==> config.mk <==
export PLATFORM = sky130hd
export DESIGN_NAME = uart_rx_frame_ctrl
export DESIGN_NICKNAME = d
export VERILOG_FILES = /design/src/rtl/uart_frame_pkg.sv /design/src/rtl/uart_frame_buf.sv /design/src/rtl/uart_rx_frame_ctrl.sv
export SDC_FILE = /design/constraint.sdc
export NUM_CORES = 1
export LEC_CHECK = 0
export BUFFER_PORTS_ARGS = -buffer_cell sky130_fd_sc_hd__buf_2
export CAP_MARGIN = 15
export CORE_MARGIN = 2
export CORE_UTILIZATION = 50
export DETAILED_ROUTE_END_ITERATION = 16
export MAX_ROUTING_LAYER = met4
export PLACE_DENSITY = 0.67
export SLEW_MARGIN = 10
export SYNTH_ARGS = -nofsm -noshare
export SYNTH_HDL_FRONTEND = slang
export SYNTH_SLANG_ARGS = --single-unit
==> constraint.sdc <==
create_clock -name i_Clock -period 3.15 [get_ports i_Clock]
set_clock_uncertainty 0.1 [all_clocks]
set_input_delay 0.4725 -clock i_Clock [delete_from_list [all_inputs] [get_ports i_Clock]]
set_output_delay 0.4725 -clock i_Clock [all_outputs]
set_load 0.01 [all_outputs]
==> src/rtl/uart_frame_pkg.sv <==
// -----------------------------------------------------------------------------
// uart_frame_pkg
//   Shared definitions for the UART framing layer (RX frame controller and the
//   matching TX framer).
//   - frame_state_e     : parser state encoding (3 bits)
//   - DEFAULT_SYNC_BYTE : frame start marker
//   - chk_update()      : running XOR checksum step. It covers ADDR, LEN and
//                         the payload bytes. SYNC is excluded.
// -----------------------------------------------------------------------------
package uart_frame_pkg;

  typedef enum logic [2:0] {
    HUNT    = 3'd0,
    ADDR    = 3'd1,
    LEN     = 3'd2,
    PAYLOAD = 3'd3,
    CHK     = 3'd4,
    DRAIN   = 3'd5
  } frame_state_e;

  localparam logic [7:0] DEFAULT_SYNC_BYTE = 8'hA5;

  // One checksum step. The RX and TX sides must fold bytes identically.
  function automatic logic [7:0] chk_update(input logic [7:0] chk,
                                            input logic [7:0] data);
    return chk ^ data;
  endfunction

endpackage

==> src/rtl/uart_frame_buf.sv <==
// -----------------------------------------------------------------------------
// uart_frame_buf
//   Payload buffer: a DEPTH x 8 register array with one synchronous write port
//   and one combinational read port.
//   Ports:
//     i_Clock    in   1   clock
//     i_Wr_En    in   1   write strobe
//     i_Wr_Idx   in   AW  write index
//     i_Wr_Data  in   8   write data
//     i_Rd_Idx   in   AW  read index
//     o_Rd_Data  out  8   read data (combinational)
// -----------------------------------------------------------------------------
module uart_frame_buf #(
  parameter int DEPTH = 16,
  parameter int AW    = (DEPTH > 1) ? $clog2(DEPTH) : 1
) (
  input  logic          i_Clock,
  input  logic          i_Wr_En,
  input  logic [AW-1:0] i_Wr_Idx,
  input  logic [7:0]    i_Wr_Data,
  input  logic [AW-1:0] i_Rd_Idx,
  output logic [7:0]    o_Rd_Data
);

  logic [7:0] mem [DEPTH];

  // NOTE: the array has no reset. Every entry is written before it is read
  // within a frame. Clearing the array would only add reset fan-out to plain
  // data flops.
  always_ff @(posedge i_Clock) begin
    if (i_Wr_En) begin
      mem[i_Wr_Idx] <= i_Wr_Data;
    end
  end

  assign o_Rd_Data = mem[i_Rd_Idx];

endmodule

==> src/rtl/uart_rx_frame_ctrl.sv <==
// -----------------------------------------------------------------------------
// uart_rx_frame_ctrl
//   Frame controller behind the UART receiver. It parses the frame
//   SYNC, ADDR, LEN, LEN payload bytes, CHK. It buffers the payload and checks
//   the XOR checksum, then streams good frames out over valid/ready. Bad frames
//   and timed-out frames are dropped, and each error raises a one-cycle pulse.
//   Ports:
//     i_Clock        in   1  clock
//     i_Reset        in   1  synchronous reset, active-high
//     i_RX_DV        in   1  byte strobe from the receiver, 1 cycle wide
//     i_RX_Byte      in   8  received byte, valid while i_RX_DV=1
//     o_Out_Valid    out  1  payload byte available
//     i_Out_Ready    in   1  sink accepts the byte
//     o_Out_Byte     out  8  payload byte
//     o_Out_Last     out  1  final payload byte of the frame
//     o_Out_Addr     out  8  ADDR of the last good frame (held until the next one)
//     o_Busy         out  1  parser is not in HUNT
//     o_Err_Chk      out  1  pulse: checksum mismatch
//     o_Err_Len      out  1  pulse: LEN==0 or LEN>MAX_LEN
//     o_Err_Timeout  out  1  pulse: inter-byte gap expired mid-frame
//     o_Drop         out  1  pulse: byte arrived during DRAIN and was discarded
// -----------------------------------------------------------------------------
module uart_rx_frame_ctrl
  import uart_frame_pkg::*;
#(
  parameter int         CLKS_PER_BIT = 104,
  parameter int         MAX_LEN      = 16,
  parameter logic [7:0] SYNC_BYTE    = DEFAULT_SYNC_BYTE,
  parameter int         TIMEOUT_CLKS = 20 * CLKS_PER_BIT
) (
  input  logic       i_Clock,
  input  logic       i_Reset,
  input  logic       i_RX_DV,
  input  logic [7:0] i_RX_Byte,
  output logic       o_Out_Valid,
  input  logic       i_Out_Ready,
  output logic [7:0] o_Out_Byte,
  output logic       o_Out_Last,
  output logic [7:0] o_Out_Addr,
  output logic       o_Busy,
  output logic       o_Err_Chk,
  output logic       o_Err_Len,
  output logic       o_Err_Timeout,
  output logic       o_Drop
);

  localparam int IDX_W  = $clog2(MAX_LEN + 1);
  localparam int GAP_W  = $clog2(TIMEOUT_CLKS);
  localparam int BUF_AW = (MAX_LEN > 1) ? $clog2(MAX_LEN) : 1;

  localparam logic [GAP_W-1:0] GAP_LAST  = GAP_W'(TIMEOUT_CLKS - 1);
  localparam logic [7:0]       MAX_LEN_B = 8'(MAX_LEN);

  frame_state_e     state;
  logic [7:0]       frame_addr;  // ADDR of the frame being parsed
  logic [IDX_W-1:0] len_q;
  logic [IDX_W-1:0] idx_q;       // payload write index while parsing, read index in DRAIN
  logic [7:0]       chk_q;
  logic [GAP_W-1:0] gap_q;

  logic       parsing;
  logic       last_idx;
  logic       buf_wr_en;
  logic [7:0] buf_rd_data;

  assign parsing  = state inside {ADDR, LEN, PAYLOAD, CHK};
  assign last_idx = (idx_q == len_q - 1'b1);

  assign buf_wr_en = i_RX_DV && (state == PAYLOAD) && !i_Reset;

  uart_frame_buf #(
    .DEPTH (MAX_LEN),
    .AW    (BUF_AW)
  ) u_buf (
    .i_Clock   (i_Clock),
    .i_Wr_En   (buf_wr_en),
    .i_Wr_Idx  (idx_q[BUF_AW-1:0]),
    .i_Wr_Data (i_RX_Byte),
    .i_Rd_Idx  (idx_q[BUF_AW-1:0]),
    .o_Rd_Data (buf_rd_data)
  );

  // Stream outputs decode directly from registered state. Data is gated so
  // every output reads 0 outside DRAIN, including right after reset. idx_q
  // only advances on a handshake, so the byte holds while the sink stalls.
  assign o_Out_Valid = (state == DRAIN);
  assign o_Out_Byte  = o_Out_Valid ? buf_rd_data : 8'h00;
  assign o_Out_Last  = o_Out_Valid && last_idx;
  assign o_Busy      = (state != HUNT);

  // NOTE: every register in this block uses non-blocking assignment. The
  // pulse defaults at the top can then be overridden by later assignments in
  // the same edge, and all reads see the pre-edge values.
  always_ff @(posedge i_Clock) begin
    o_Err_Chk     <= 1'b0;
    o_Err_Len     <= 1'b0;
    o_Err_Timeout <= 1'b0;
    o_Drop        <= 1'b0;

    if (i_Reset) begin
      state      <= HUNT;
      frame_addr <= '0;
      o_Out_Addr <= '0;
      len_q      <= '0;
      idx_q      <= '0;
      chk_q      <= '0;
      gap_q      <= '0;
    end else begin
      // The gap counter restarts on every byte and only runs mid-frame.
      if (i_RX_DV) begin
        gap_q <= '0;
      end else if (parsing) begin
        gap_q <= gap_q + 1'b1;
      end

      case (state)
        HUNT: begin
          if (i_RX_DV && (i_RX_Byte == SYNC_BYTE)) begin
            state <= ADDR;
          end
        end

        ADDR, LEN, PAYLOAD, CHK: begin
          // A byte in the expiry cycle takes priority over the timeout.
          if (i_RX_DV) begin
            unique case (state)
              ADDR: begin
                frame_addr <= i_RX_Byte;
                chk_q      <= i_RX_Byte;
                state      <= LEN;
              end
              LEN: begin
                if ((i_RX_Byte == 8'h00) || (i_RX_Byte > MAX_LEN_B)) begin
                  state     <= HUNT;
                  o_Err_Len <= 1'b1;
                end else begin
                  len_q <= i_RX_Byte[IDX_W-1:0];
                  chk_q <= chk_update(chk_q, i_RX_Byte);
                  idx_q <= '0;
                  state <= PAYLOAD;
                end
              end
              PAYLOAD: begin
                chk_q <= chk_update(chk_q, i_RX_Byte);
                idx_q <= idx_q + 1'b1;
                if (last_idx) begin
                  state <= CHK;
                end
              end
              CHK: begin
                if (i_RX_Byte == chk_q) begin
                  state      <= DRAIN;
                  idx_q      <= '0;
                  o_Out_Addr <= frame_addr;
                end else begin
                  state     <= HUNT;
                  o_Err_Chk <= 1'b1;
                end
              end
              default: ;
            endcase
          end else if (gap_q == GAP_LAST) begin
            state         <= HUNT;
            o_Err_Timeout <= 1'b1;
            gap_q         <= '0;
          end
        end

        DRAIN: begin
          // The receiver cannot be stalled, so bytes arriving while the
          // buffer drains are discarded and flagged.
          if (i_RX_DV) begin
            o_Drop <= 1'b1;
          end
          if (i_Out_Ready) begin
            if (last_idx) begin
              state <= HUNT;
              idx_q <= '0;
            end else begin
              idx_q <= idx_q + 1'b1;
            end
          end
        end

        default: state <= HUNT;
      endcase
    end
  end

endmodule
# Word-level counts from Yosys, hierarchy flattened
# Memory sizes are Yosys's and may differ from the RTL's. A register that Yosys moved wholly into a read port is not among the register bits.
# Cells that the tools add are included.
[classes]
addsub = 3
mul = 0
div = 0
order_cmp = 1
eq_ne = 20
shift = 0
n_mux = 33
n_bitwise = 7
n_reduce_logical = 23
[op_table]
columns = ["cell", "count"]
rows = [
  ["2-to-1 mux 12 bit", 5],
  ["2-to-1 mux 5 bit", 5],
  ["case mux 8 bit (3 select lines)", 1],
  ["2-to-1 mux 3 bit", 7],
  ["2-to-1 mux 8 bit", 2],
  ["case mux 5 bit (3 select lines)", 1],
  ["adder 12 x 1 -> 12 bit, second input constant", 1],
  ["equality test 12 bit, second input constant", 1],
  ["case mux 3 bit (4 select lines)", 1],
  ["AND reduction 4 bit", 3],
  ["AND reduction 6 bit", 2],
  ["OR reduction 4 bit", 3],
  ["case mux 5 bit (2 select lines)", 1],
  ["inequality test 3 bit, second input constant", 3],
  ["case mux 3 bit (3 select lines)", 1],
  ["equality test 8 bit", 1],
  ["equality test 8 bit, second input constant", 1],
  ["greater-than comparator 8 x 5 -> 1 bit, second input constant", 1],
  ["logical NOT 8 bit", 1],
  ["2-to-1 mux 4 bit", 2],
  ["inequality test 4 bit, second input constant", 2],
  ["bitwise XOR 8 bit", 1],
  ["equality test 3 x 2 -> 1 bit, second input constant", 2],
  ["equality test 3 bit, second input constant", 2],
  ["20 further kinds", 37],
]
[totals]
register_bits = 53
latch_bits = 0
ram_bits = 128
romBits = 0
input_bits = 12
output_inout_bits = 23
word_cells = 99
memories = 1
[memory_table]
columns = ["name", "words", "width", "read_ports", "rd_clocked_by_memory_dff", "write_ports", "line", "text"]
rows = [
  ["u_buf.mem", 16, 8, 1, 1, 1, "uart_frame_buf.sv:25", "logic [7:0] mem [DEPTH];"],
]

# Depth between registers and ports, before layout
[logic_depth]
word_depth = 8
mapped_depth = 9

# By module
# From an unflattened synthesis, not the netlist that was laid out.
[unflattened]
hier_cells = 554
hier_area_um2 = 7851.3
[modules_own_cells]
columns = ["mod", "instances", "cells_per_inst", "area_each_um2"]
rows = [
  ["uart_frame_buf", 1, 221, 4987.3],
  ["uart_rx_frame_ctrl", 1, 333, 2864.0],
]

# Least setup slack after synthesis
# OpenSTA, ideal clock, no wires.
[synth_path]
path_type = "register -> output"
start = "reg (tool-made name)"
end = "out o_Out_Byte[0]"
arrival_ns = 1.766
t_required_ns = 2.577
slack_ns = 0.811
stages_incl_launch_ff = 6
path_buffers = 2
path_cell_list = "dfxtp_1 buf_2 buf_4 mux4_2 mux4_2 nor2b_1"
[synth_rtl]
columns = ["item", "line", "text"]
rows = [
  ["end: declaration", "uart_rx_frame_ctrl.sv:37", "output logic [7:0] o_Out_Byte,"],
]

==> impl.org <==
** GRT
- The first global-routing pass estimated 25900 um of wire.
- GRT Util Overall :: 21.6%
- Via count of the first global-routing pass :: 4684
- The number of antenna violations at the first check in global routing came to 0.
- Global routing used 3.65% of the available met3 tracks.
- In the global route stage, met2 resource usage came out at 36.0%.
- Largest net degree at the start of global routing :: 34
- In the global route stage, met1 resource usage came out at 27.4%.
- Highest-utilization routing layer at the global route stage :: met2
- Summed over all layers, the global routing overflow is 0.

** Worst setup path
- Kind of end point of the critical path :: primary output
- Biggest fanout along the worst timing path :: 22
- Worst path top cell family by delay :: multiplexers
- Traced cell by cell, the critical path runs through buf_12 > mux4_2 > mux4_2 > nor2b_1 > buf_2.
- STA puts the critical path data required time at 2580 ps.
- The critical path contains buffers and inverters numbering 2 combined.
- In this run the critical register-to-register path is captured at u_buf.mem[15][5].
- At the worst endpoint, the arrival time is 2350 ps.
- Reg2Reg Launch Point :: state[0]
- In this design, the stage delay of the slowest critical-path cell is 530 ps.
- Most frequent cell on the critical path :: sky130_fd_sc_hd__mux4_2
- Reg-to-reg slack, setup :: 640 ps
- The worst setup path is launched from a register.
- The number of cells on the worst reg-to-reg path is 6.
- The slowest stage of the critical path belongs to the cell sky130_fd_sc_hd__mux4_2.
- The critical path is of the register to primary output type.

** Status
- The flow ran to the end, and the final reports show no timing, DRC or antenna violations.

** Worst hold path
- Depth of the worst hold-timing path :: 3
- The startpoint identified for the worst hold timing path is i_RX_Byte[4].
- Class of the most critical hold timing path :: primary input to register
- The path with the worst hold slack has its endpoint at chk_q[4].

** Yosys
- Total nets after synthesis :: 582
- Summing every instance area after synthesis gives 0.00794 mm2.
- Async set-reset flop share out of synthesis :: 0%
- The synthesized design contains 128 enable-type register cells.
- For this run, the register share of the synthesized area comes to 62.8%.
- Avg Cell Area, Syn :: 14.1 um2
- Synthesis handed over a netlist of 563 instances.
- Primary FF master, synth :: sky130_fd_sc_hd__edfxtp_1
- Synthesized flop and latch total :: 185
- During synthesis, Yosys emitted a total of 0 warnings.
- Distinct cell type count of the synthesized netlist :: 56

** Clock tree
- Clock transition at path regs :: 70 ps
- Clock tree from TritonCTS :: built
- Hold buffers post-CTS :: 0
- For this design, the sink count on the clock tree is 185.
- Gates resized during post-CTS repair numbered 0.
- Root Buffer Master :: sky130_fd_sc_hd__clkbuf_16
- Maximum clock insertion buffer count :: 2
- Clk Latency, worst-skew pair :: 420 ps
- The number of clock buffers added by TritonCTS is 17.
- The H-tree generated during clock tree synthesis spans 4 levels.
- Post-CTS timing repair inserted 0 buffers for setup.

** Route
- First-pass detailed-route iteration total :: 6
- The routed layout has 4743 vias.
- For this run, design rule violations remaining after detail routing come to 0.
- Drt via density :: 5.67
- The final layout contains routed wiring with a total length of 16600 um.
- Once detail routing completed, the nets flagged for antenna violations numbered 0.
- Wire length per cell :: 19.8 um
- Starting DRC count in detailed routing :: 364

** Die
- The floorplan step set the die width to 130 um.
- The die covers 0.0169 mm2.
- The region available for standard cell placement spans 0.0157 mm2.
- The die is 130 um tall.
- Starting density of the core :: 50.5%
- I/O pin count :: 35
- # rows :: 46

** Timing
- Subtracting the final worst setup slack from the clock period gives 2920 ps.
- Slew HR :: 36.5%
- In the final timing run, aggregate negative setup slack is 0 ps.
- Setup repair after global routing left no endpoint under its margin.
- Final cycle utilization of the critical path :: 92.6%
- Number of max-slew violations in the final report :: 0
- At the pin with the least slew margin, the transition time is 946 ps.
- Total count of hold-check failures in the final report :: 0
- Fmax :: 343 MHz
- Final-report setup violation count :: 0

** Placement
- Count of port buffers added during placement :: 34
- Post-DP HPWL :: 11000 um
- The congestion estimate from routability-driven global placement came to 0.862.
- The placed instances occupy a cell area of 0.00842 mm2.

** Layout
- The library cell used most frequently in the layout, excluding fill and tap cells, is sky130_fd_sc_hd__edfxtp_1.
- Share of layout cells above drive strength 1 :: 24.0%
- The top cell types in the final layout, fill and taps aside, are sky130_fd_sc_hd__edfxtp_1 (128), sky130_fd_sc_hd__dfxtp_1 (56), sky130_fd_sc_hd__nand2_1 (45), sky130_fd_sc_hd__nor2_1 (45), sky130_fd_sc_hd__mux4_2 (40).
- Diode insertion count for antenna repair :: 0
- With fillers left out, the area of the finished cells amounts to 0.00901 mm2.
- Layout Nets :: 627
- Post-synthesis to final-layout area growth :: 13.5%

** Job
- Total of max-cap violations :: 0

** Power and ir drop
- Dividing total power by cell area gives a power density of 587 mW/mm2.
- Worst IR drop on VDD :: 0.373 mV
- For this design the static power due to leakage is 3.05 nW.
through the flow:
step                setup slack (ps)  instances  hold slack (ps)  total power, mW  utilization [%]
finish                           232        837              307             5.29             57.4
global route                    59.5        837              314             5.49             57.4
CTS                              198        837              298             5.33             57.4
detailed placement               628        805              351             3.24             53.6
global placement                 689        805              351             3.22             53.6
floorplan                        811        563              336             3.15                -
worst max path at each step:
| stage | from | end | slack, ps | cells past startpoint |
|---|---|---|---|---|
| after floorplan | register | o_Out_Byte[0] | 810 | 5 |
| after global routing | len_q[0] | o_Out_Last | 60 | 8 |
| final | register | o_Out_Byte[7] | 230 | 5 |
| after CTS | register | o_Out_Byte[7] | 200 | 5 |
| after global placement | register | o_Out_Byte[7] | 690 | 5 |
| after detailed placement | state[0] | u_buf.mem[15][7] | 630 | 6 |
synthesized netlist by cell type (4+ instances only):
cell                         n  share of area [%]
sky130_fd_sc_hd__edfxtp_1  128                 48
sky130_fd_sc_hd__mux4_2     40                 11
sky130_fd_sc_hd__o21ai_0    16                1.0
sky130_fd_sc_hd__nor3_1     15               0.95
sky130_fd_sc_hd__nand2_1    45                2.1
sky130_fd_sc_hd__nor4_1      4               0.32
sky130_fd_sc_hd__nand3_1     9               0.57
sky130_fd_sc_hd__ha_1        7                1.1
sky130_fd_sc_hd__nor2b_1    23                1.8
sky130_fd_sc_hd__nand4_1     5               0.39
sky130_fd_sc_hd__nand3b_1    6               0.57
sky130_fd_sc_hd__dfxtp_1    57                 14
sky130_fd_sc_hd__nor2_1     45                2.1
sky130_fd_sc_hd__inv_1      10               0.47
sky130_fd_sc_hd__a21oi_1    25                1.6
sky130_fd_sc_hd__and3_1      4               0.32
sky130_fd_sc_hd__clkbuf_1   16               0.76
sky130_fd_sc_hd__xnor2_1    13                1.4
sky130_fd_sc_hd__buf_1       4               0.19
sky130_fd_sc_hd__or3_1       6               0.47
sky130_fd_sc_hd__a31oi_1     4               0.32
sky130_fd_sc_hd__buf_2       9               0.57
sky130_fd_sc_hd__mux2i_1    22                2.8
report_power, final:
| group | switching [mW] | internal, mW |
|---|---|---|
| combinational | 0.295 | 0.188 |
| clock | 0.918 | 1.19 |
| sequential | 0.0658 | 2.64 |
logic make-up (layout without fill, tap and decap cells):
| family | after synthesis | count (layout) | synth area share [%] |
|---|---|---|---|
| AO/OA/AOI/OAI | 63 | 63 | 5.19 |
| XOR/XNOR | 15 | 15 | 1.65 |
| adder cells (fa/ha/maj) | 7 | 7 | 1.10 |
| buffers and inverters | 46 | 104 | 2.76 |
| flip-flops | 185 | 185 | 62.8 |
| multiplexers | 65 | 65 | 14.5 |
| AND/OR/NAND/NOR | 182 | 182 | 12.0 |
worst reg2reg max path, delay by kind of cell, from the launching register on:
kind,cells,cell delay [ps]
buf+inv,1,240
flops,1,630
simple gates,5,1240
flip-flops by register name, summed over array words and instances, names as in the netlist, 3 cells and up, named ones only:
| name | cells |
|---|---|
| frame_addr | 8 |
| gap_q | 12 |
| chk_q | 8 |
| idx_q | 5 |
| u_buf.mem | 128 |
| o_Out_Addr | 8 |
| state | 3 |
| len_q | 5 |
layout make-up:
type,count,area (um2)
Fill cell,1247,6700
Sequential cell,185,4990
Multi-Input combinational cell,332,2740
Clock buffer,17,425
Timing Repair Buffer,62,393
Tap cell,216,270
Clock inverter,15,166
Inverter,10,37.5
metal layers:
| metal | wire [um] | vias up |
|---|---|---|
| li1 | - | 2214 |
| met1 | 7050 | 2397 |
| met2 | 8520 | 115 |
| met3 | 770 | 17 |
| met4 | 215 | 0 |
| met5 | 0 | - |
No activity file was read; power rests on OpenSTA's default activity.
